`src/rtl/cmult_share_arb_if.sv`:
```
// ---------------------------------------------------------------------------
// cmult_share_arb_if
//   Bundle of every bus the arbiter touches: the requester side (req,
//   packed operand buses, gnt, result strobe/data) and the multiplier side
//   (operands out, product in).
//
//   modport slave  : the arbiter's view (cmult_share_arb)
//   modport master : the environment's view (requesters + multiplier)
//
//   Parameters must match the ones given to cmult_share_arb.
// ---------------------------------------------------------------------------
interface cmult_share_arb_if #(
    parameter int N_REQ   = 3,
    parameter int D1_SIZE = 13,
    parameter int D2_SIZE = 11
);
    // requester side
    logic [N_REQ-1:0]         req;
    logic [N_REQ*D1_SIZE-1:0] d1_re_bus;
    logic [N_REQ*D1_SIZE-1:0] d1_im_bus;
    logic [N_REQ*D2_SIZE-1:0] d2_re_bus;
    logic [N_REQ*D2_SIZE-1:0] d2_im_bus;
    logic [N_REQ-1:0]         gnt;
    logic [N_REQ-1:0]         rsp_vld;
    logic [D1_SIZE:0]         rsp_re;
    logic [D1_SIZE:0]         rsp_im;

    // multiplier side
    logic                     m_di_vld;
    logic [D1_SIZE-1:0]       m_d1_re;
    logic [D1_SIZE-1:0]       m_d1_im;
    logic [D2_SIZE-1:0]       m_d2_re;
    logic [D2_SIZE-1:0]       m_d2_im;
    logic                     m_do_vld;
    logic [D1_SIZE:0]         m_do_re;
    logic [D1_SIZE:0]         m_do_im;

    modport slave (
        input  req, d1_re_bus, d1_im_bus, d2_re_bus, d2_im_bus,
        input  m_do_vld, m_do_re, m_do_im,
        output gnt, rsp_vld, rsp_re, rsp_im,
        output m_di_vld, m_d1_re, m_d1_im, m_d2_re, m_d2_im
    );

    modport master (
        output req, d1_re_bus, d1_im_bus, d2_re_bus, d2_im_bus,
        output m_do_vld, m_do_re, m_do_im,
        input  gnt, rsp_vld, rsp_re, rsp_im,
        input  m_di_vld, m_d1_re, m_d1_im, m_d2_re, m_d2_im
    );
endinterface

```
`src/rtl/cmult_share_arb.sv`:
```
// ---------------------------------------------------------------------------
// cmult_share_arb
//   Round-robin arbiter that time-shares one external complex multiplier
//   (MULT_LAT-cycle latency, registered output) among N_REQ requesters.
//   One request is granted per cycle; its operands are muxed straight to the
//   multiplier. A {valid,index} tag travels alongside the product through a
//   MULT_LAT-deep pipe so the result can be steered back to its owner. Any
//   disagreement between the tag valid and the multiplier's do_vld sets a
//   sticky error.
//
// Ports
//   clk    in   clock, rising edge
//   n_rst  in   asynchronous active-low reset
//   flush  in   synchronous clear of pointer and tag pipe, blocks grants
//   bus    slave modport of cmult_share_arb_if
//            req / d1_*_bus / d2_*_bus  requester operands (slot i packed
//                                       at [i*W +: W])
//            gnt                        one-hot grant (combinational)
//            m_di_vld, m_d1_*, m_d2_*   operands to multiplier
//            m_do_vld, m_do_re/im       product from multiplier
//            rsp_vld, rsp_re/im         one-hot result strobe + data
//   err    out  sticky tag/do_vld mismatch flag, cleared only by n_rst
// ---------------------------------------------------------------------------
module cmult_share_arb #(
    parameter int N_REQ    = 3,
    parameter int IDX_W    = 2,
    parameter int D1_SIZE  = 13,
    parameter int D2_SIZE  = 11,
    parameter int MULT_LAT = 2
) (
    input  logic              clk,
    input  logic              n_rst,
    input  logic              flush,
    cmult_share_arb_if.slave  bus,
    output logic              err
);

    // highest-priority index; only ever loaded with 0..N_REQ-1
    logic [IDX_W-1:0]    ptr;

    // arbitration results
    logic                gnt_en;
    logic [N_REQ-1:0]    gnt_c;
    logic [IDX_W-1:0]    gnt_idx;
    logic                gnt_any;
    logic [IDX_W-1:0]    scan_idx;

    // tag pipe: stage MULT_LAT-1 lines up with m_do_vld / m_do_re
    logic [MULT_LAT-1:0] vld_pipe;
    logic [IDX_W-1:0]    idx_pipe [MULT_LAT];

    // remembers a flush for MULT_LAT cycles so products that were already
    // inside the multiplier do not trip the error check
    logic [MULT_LAT-1:0] flush_sh;
    logic                chk_mask;

    logic                tag_vld;
    logic [IDX_W-1:0]    tag_idx;

    // (a + b) mod N_REQ for a < N_REQ, 0 <= b < N_REQ
    function automatic logic [IDX_W-1:0] wrap_add(input logic [IDX_W-1:0] a,
                                                  input int               b);
        int s;
        s = int'(a) + b;
        if (s >= N_REQ) s = s - N_REQ;
        return IDX_W'(s);
    endfunction

    // ------------------------------------------------------------------
    // Arbitration: scan ptr, ptr+1, ... (mod N_REQ); first set req wins.
    // Grants are suppressed during reset and in the flush cycle.
    // ------------------------------------------------------------------
    assign gnt_en = n_rst & ~flush;

    always_comb begin
        gnt_c    = '0;
        gnt_idx  = '0;
        gnt_any  = 1'b0;
        scan_idx = '0;
        for (int off = 0; off < N_REQ; off++) begin
            scan_idx = wrap_add(ptr, off);
            for (int i = 0; i < N_REQ; i++) begin
                if (gnt_en && !gnt_any && scan_idx == IDX_W'(i) && bus.req[i]) begin
                    gnt_c[i] = 1'b1;
                    gnt_idx  = scan_idx;
                    gnt_any  = 1'b1;
                end
            end
        end
    end

    assign bus.gnt      = gnt_c;
    assign bus.m_di_vld = gnt_any;

    // ------------------------------------------------------------------
    // Operand mux: granted slot passes through, zeros when idle.
    // ------------------------------------------------------------------
    always_comb begin
        bus.m_d1_re = '0;
        bus.m_d1_im = '0;
        bus.m_d2_re = '0;
        bus.m_d2_im = '0;
        for (int i = 0; i < N_REQ; i++) begin
            if (gnt_c[i]) begin
                bus.m_d1_re = bus.d1_re_bus[i*D1_SIZE +: D1_SIZE];
                bus.m_d1_im = bus.d1_im_bus[i*D1_SIZE +: D1_SIZE];
                bus.m_d2_re = bus.d2_re_bus[i*D2_SIZE +: D2_SIZE];
                bus.m_d2_im = bus.d2_im_bus[i*D2_SIZE +: D2_SIZE];
            end
        end
    end

    // ------------------------------------------------------------------
    // Pointer, tag pipe, flush shadow, sticky error
    // ------------------------------------------------------------------
    assign tag_vld  = vld_pipe[MULT_LAT-1];
    assign tag_idx  = idx_pipe[MULT_LAT-1];
    assign chk_mask = flush | (|flush_sh);

    always_ff @(posedge clk or negedge n_rst) begin
        if (!n_rst) begin
            ptr      <= '0;
            vld_pipe <= '0;
            flush_sh <= '0;
            err      <= 1'b0;
            for (int k = 0; k < MULT_LAT; k++) idx_pipe[k] <= '0;
        end else begin
            flush_sh[0] <= flush;
            for (int k = 1; k < MULT_LAT; k++) flush_sh[k] <= flush_sh[k-1];

            idx_pipe[0] <= gnt_idx;
            for (int k = 1; k < MULT_LAT; k++) idx_pipe[k] <= idx_pipe[k-1];

            if (flush) begin
                ptr      <= '0;
                vld_pipe <= '0;
            end else begin
                if (gnt_any)
                    ptr <= (gnt_idx == IDX_W'(N_REQ-1)) ? '0 : gnt_idx + 1'b1;
                vld_pipe[0] <= gnt_any;
                for (int k = 1; k < MULT_LAT; k++) vld_pipe[k] <= vld_pipe[k-1];
            end

            if (!chk_mask && (tag_vld != bus.m_do_vld))
                err <= 1'b1;
        end
    end

    // ------------------------------------------------------------------
    // Result steering: decode the aligned tag. The product arriving in the
    // flush cycle belongs to a dropped grant, so it is suppressed too.
    // ------------------------------------------------------------------
    always_comb begin
        bus.rsp_vld = '0;
        for (int i = 0; i < N_REQ; i++) begin
            if (n_rst && !flush && tag_vld && tag_idx == IDX_W'(i))
                bus.rsp_vld[i] = 1'b1;
        end
    end

    assign bus.rsp_re = bus.m_do_re;
    assign bus.rsp_im = bus.m_do_im;

endmodule

```
`src/flat_wrapper.sv`:
```
// flat-port wrapper written by rule: the top's interface ports become plain ports
module cmult_share_arb_flat 
#(
    parameter int N_REQ    = 3,
    parameter int IDX_W    = 2,
    parameter int D1_SIZE  = 13,
    parameter int D2_SIZE  = 11,
    parameter int MULT_LAT = 2
)
  (clk, n_rst, flush, err, bus_req, bus_d1_re_bus, bus_d1_im_bus, bus_d2_re_bus, bus_d2_im_bus, bus_m_do_vld, bus_m_do_re, bus_m_do_im, bus_gnt, bus_rsp_vld, bus_rsp_re, bus_rsp_im, bus_m_di_vld, bus_m_d1_re, bus_m_d1_im, bus_m_d2_re, bus_m_d2_im);
  cmult_share_arb_if #(.N_REQ(N_REQ), .D1_SIZE(D1_SIZE), .D2_SIZE(D2_SIZE)) bus_i ();
  input  logic clk;
  input  logic n_rst;
  input  logic flush;
  output logic err;
  input wire logic [$bits(bus_i.req)-1:0] bus_req;
  input wire logic [$bits(bus_i.d1_re_bus)-1:0] bus_d1_re_bus;
  input wire logic [$bits(bus_i.d1_im_bus)-1:0] bus_d1_im_bus;
  input wire logic [$bits(bus_i.d2_re_bus)-1:0] bus_d2_re_bus;
  input wire logic [$bits(bus_i.d2_im_bus)-1:0] bus_d2_im_bus;
  input wire logic [$bits(bus_i.m_do_vld)-1:0] bus_m_do_vld;
  input wire logic [$bits(bus_i.m_do_re)-1:0] bus_m_do_re;
  input wire logic [$bits(bus_i.m_do_im)-1:0] bus_m_do_im;
  output wire logic [$bits(bus_i.gnt)-1:0] bus_gnt;
  output wire logic [$bits(bus_i.rsp_vld)-1:0] bus_rsp_vld;
  output wire logic [$bits(bus_i.rsp_re)-1:0] bus_rsp_re;
  output wire logic [$bits(bus_i.rsp_im)-1:0] bus_rsp_im;
  output wire logic [$bits(bus_i.m_di_vld)-1:0] bus_m_di_vld;
  output wire logic [$bits(bus_i.m_d1_re)-1:0] bus_m_d1_re;
  output wire logic [$bits(bus_i.m_d1_im)-1:0] bus_m_d1_im;
  output wire logic [$bits(bus_i.m_d2_re)-1:0] bus_m_d2_re;
  output wire logic [$bits(bus_i.m_d2_im)-1:0] bus_m_d2_im;
  assign bus_i.req = bus_req;
  assign bus_i.d1_re_bus = bus_d1_re_bus;
  assign bus_i.d1_im_bus = bus_d1_im_bus;
  assign bus_i.d2_re_bus = bus_d2_re_bus;
  assign bus_i.d2_im_bus = bus_d2_im_bus;
  assign bus_i.m_do_vld = bus_m_do_vld;
  assign bus_i.m_do_re = bus_m_do_re;
  assign bus_i.m_do_im = bus_m_do_im;
  assign bus_gnt = bus_i.gnt;
  assign bus_rsp_vld = bus_i.rsp_vld;
  assign bus_rsp_re = bus_i.rsp_re;
  assign bus_rsp_im = bus_i.rsp_im;
  assign bus_m_di_vld = bus_i.m_di_vld;
  assign bus_m_d1_re = bus_i.m_d1_re;
  assign bus_m_d1_im = bus_i.m_d1_im;
  assign bus_m_d2_re = bus_i.m_d2_re;
  assign bus_m_d2_im = bus_i.m_d2_im;
  cmult_share_arb #(.N_REQ(N_REQ), .IDX_W(IDX_W), .D1_SIZE(D1_SIZE), .D2_SIZE(D2_SIZE), .MULT_LAT(MULT_LAT)) u_core (.clk(clk), .n_rst(n_rst), .flush(flush), .bus(bus_i), .err(err));
endmodule
```
`config.mk`:
```
export PLATFORM = sky130hd
export DESIGN_NAME = cmult_share_arb_flat
export DESIGN_NICKNAME = d
export VERILOG_FILES = /design/src/rtl/cmult_share_arb_if.sv /design/src/rtl/cmult_share_arb.sv /design/src/flat_wrapper.sv
export SDC_FILE = /design/constraint.sdc
export NUM_CORES = 1
export LEC_CHECK = 0
export CAP_MARGIN = 20
export CORE_AREA = 2 2 103 105
export DETAILED_ROUTE_END_ITERATION = 7
export DIE_AREA = 0 0 105 107
export PLACE_DENSITY = 0.64
export SETUP_SLACK_MARGIN = 0.4
export SLEW_MARGIN = 40
export SYNTH_ARGS = -nofsm -noshare
export SYNTH_HDL_FRONTEND = slang
export SYNTH_SLANG_ARGS = --single-unit
```
`constraint.sdc`:
```
create_clock -name clk -period 4 [get_ports clk]
set_clock_uncertainty 0.05 [all_clocks]
set_input_delay 0.6 -clock clk [delete_from_list [all_inputs] [get_ports clk]]
set_output_delay 0.6 -clock clk [all_outputs]
set_load 0.01 [all_outputs]
```
==> results.json <==
{
  "status": "finished clean",
  "grt-ovfl-total": 0,
  "ir_drop_uv": 107.6,
  "route.detailed.drc": 0,
  "clockRootBuffer": "clkbuf_8",
  "p_leak_nw": 1.874,
  "timing.final.crit_share_pct": 85.78,
  "synth_top_area_cell": "a22o_1",
  "first_pass_iters": 4,
  "syn_area_um2": 1868,
  "cts_max_level": 1,
  "nFillCells": 1044,
  "num-nets-final": 581,
  "die_w_um": 105,
  "portBuffers": 206,
  "holdWs_ps": 299.0,
  "grt_pass1_wl_mm": 13.85,
  "critical_path.slowest_cell": "clkdlybuf4s50_1",
  "synth.distinct_cells": 41,
  "cts.sinks": 11,
  "drt_iter0_markers": 83,
  "antenna_found_initial": 0,
  "final_area_um2": 3974,
  "wl_per_cell_um": 18.25,
  "worst_pin_slew_ps": 465.0,
  "crit_family": "buffers and inverters",
  "slowest_delay_ps": 570,
  "fmax_ghz": 0.2915,
  "netlist_top_cells_area": "a22o_1 (23%), a21o_1 (20%), dfrtp_1 (15%)",
  "power_density_nw_per_um2": 163.9,
  "gp_congestion": 0.8276,
  "startpoint": "flush",
  "cp.arrival_ps": 2780,
  "numCtsBuffers": 3,
  "routed_wl_mm": 9.728,
  "ys_seq_elements": 11,
  "vias": 2474,
  "initial_core_util_pct": 18.51,
  "path_common_cell": "clkdlybuf4s50_1",
  "coreArea_um2": 10090,
  "clockBufferDepth": 2,
  "n_antenna_cell": 0,
  "report.final.slew_viol_count": 0,
  "dpl_cell_area_um2": 3897,
  "path_class": "primary input to primary output",
  "dpl_worst_slack_ps": 396.5,
  "required_ps": 3350,
  "maxCapViolations": 0,
  "syn_avg_cell_area_um2": 8.193,
  "regToRegStartpoint": "u_core.ptr[1]",
  "min_period_ps": 3431,
  "area_growth_pct": 112.7,
  "rsz0062_at_grt": "false",
  "worstHoldPathType": "register to register",
  "ys.warnings.count": 0,
  "fin_ws_ps": 568.9,
  "first_global_vias": 2509,
  "endpoint_kind": "primary output",
  "synth_cells": 228,
  "rows": 37,
  "grt_usage_pct": 15.68,
  "critPathLaunchType": "primary input",
  "synth_top_cell_area_share_pct": 22.51,
  "finalSetupViolCount": 0,
  "worstSkewPairLatency_ps": 230,
  "clkTransAtPathRegs_ps": 50,
  "die_area_um2": 11240,
  "cts_hold_buf": 0,
  "place_hpwl_mm": 8.303,
  "crit_buf_inv": 3,
  "drive_above_1_share_pct": 6.297,
  "ant_nets": 0,
  "cts_tree": "done",
  "seq_area_frac_synth_pct": 14.74,
  "tns_ps": 0,
  "slew_headroom_pct": 68.20,
  "finalHoldViolations": 0,
  "ios": 263,
  "vias_per_cell": 4.642,
  "grt_max_degree": 50,
  "crit_fanout": 35,
  "die_h_um": 107,
  "hold_start": "u_core.idx_pipe[3]",
  "synth_fp_nets": 411,
  "cp_cell_sequence": "clkdlybuf4s50_1 -> nand2b_1 -> o21a_1 -> o211ai_1 -> a21oi_4 -> buf_12 -> a21o_1 -> clkdlybuf4s50_1"
}
path summary, 6_finish.rpt:
check	endpoint	slack, ps	cells past startpoint
max	bus_m_d2_re[10]	570	8
min	u_core.tag_idx[1]	300	0
max in group asynchronous	u_core.flush_sh[1]	3050	2
min in group asynchronous	u_core.ptr[1]	710	2
min reg2reg	u_core.tag_idx[1]	300	0
max reg2reg	u_core.ptr[1]	1520	7
through the flow:
step / std cells / total power, mW / util, %
final: 533 / 0.6512 / 39.38
after global routing: 533 / 0.6892 / 39.38
after CTS: 532 / 0.6524 / 39.05
after detailed placement: 528 / 0.5418 / 38.62
after global placement: 528 / 0.5380 / 38.62
after floorplan: 228 / 0.3139 / -
registers in the layout, indices dropped and copies added, names as in the netlist:
register / count
u_core.flush_sh: 2
u_core.idx_pipe: 2
u_core.ptr: 2
u_core.tag_idx: 2
u_core.vld_pipe: 2
u_core.err: 1
cell usage after synthesis:
cell        n
nand2b_1    2
o211ai_1    1
a21o_1     49
nor4bb_1    1
buf_6       2
o21ai_0     3
or4_4       1
a22oi_1     1
o2111a_2    1
dfrtp_1    11
o32a_2      1
a211oi_1    1
buf_4      29
nand2_1     6
nor3b_1     2
and2b_1     1
ha_1        4
o2bb2ai_1   1
clkbuf_1   10
a2111oi_0   1
a32o_1      2
o21a_1      2
buf_2       9
a22o_2      1
nand3_1     5
and4bb_2    1
nor4b_1     1
nor2b_1     2
a21oi_1     4
o32a_1      1
a22o_1     48
nor3_1      2
a221o_1     1
nand2_2     1
inv_1       5
xor2_1      1
nor2_1      8
a22oi_4     1
o21ai_1     2
and2b_2     2
nand3b_1    1
placed cells by master (no fill, tap or decap), types with 3 or more instances in the layout:
master           netlist  routed
a21o_1                49      49
a22o_1                48      48
buf_12                 0       3
buf_4                 29       6
clkbuf_8               0       3
clkdlybuf4s50_1        0     203
dfrtp_1               11      11
ha_1                   4       3
inv_1                  5       5
nand2_1                6       6
nand3_1                5       5
nor2_1                 8       7
o21ai_0                3       3
cell families after synthesis:
group                    synth area share (%)
AND/OR/NAND/NOR                         11.19
adder cells (fa/ha/maj)                 2.679
AO/OA/AOI/OAI                           52.65
XOR/XNOR                               0.4689
flip-flops                              14.74
buffers and inverters                   18.29
timing repair:
item | in CTS | in global routing
buffers inserted | 0 | 1
setup endpoints to repair | 6 | 49
resized for setup | 1 | 6
pin swaps | 0 | 1
routing by layer:
layer  global-route usage [%]  wire, um
met1                    16.04      3229
met2                    26.11      4757
met5                        0         0
met4                    2.381        55
met3                    11.91      1687
where the power goes:
| group | leakage [nW] | switching [mW] | internal [mW] |
|---|---|---|---|
| clock network | 0.0228 | 0.0357 | 0.0694 |
| logic | 1.71 | 0.151 | 0.270 |
| registers | 0.141 | 0.00504 | 0.120 |
cell type report:
type	instances	area (um^2)	area share, %
repair buffers	215	2171	54.63
multi-input cells	162	1294	32.56
flip-flops and latches	11	275.3	6.927
well taps	136	170.2	4.282
clock buffers	4	45.04	1.134
inverters	5	18.77	0.4723
worst reg2reg max path, cell delays in order, from the launching register on:
cell     delay (ps)
dfrtp_1         420
inv_1            90
ha_1            350
a22oi_4         240
nand2_2          80
a221o_1         350
or4_4           520
a32o_1          250
Power figures use the tool's default switching activity.
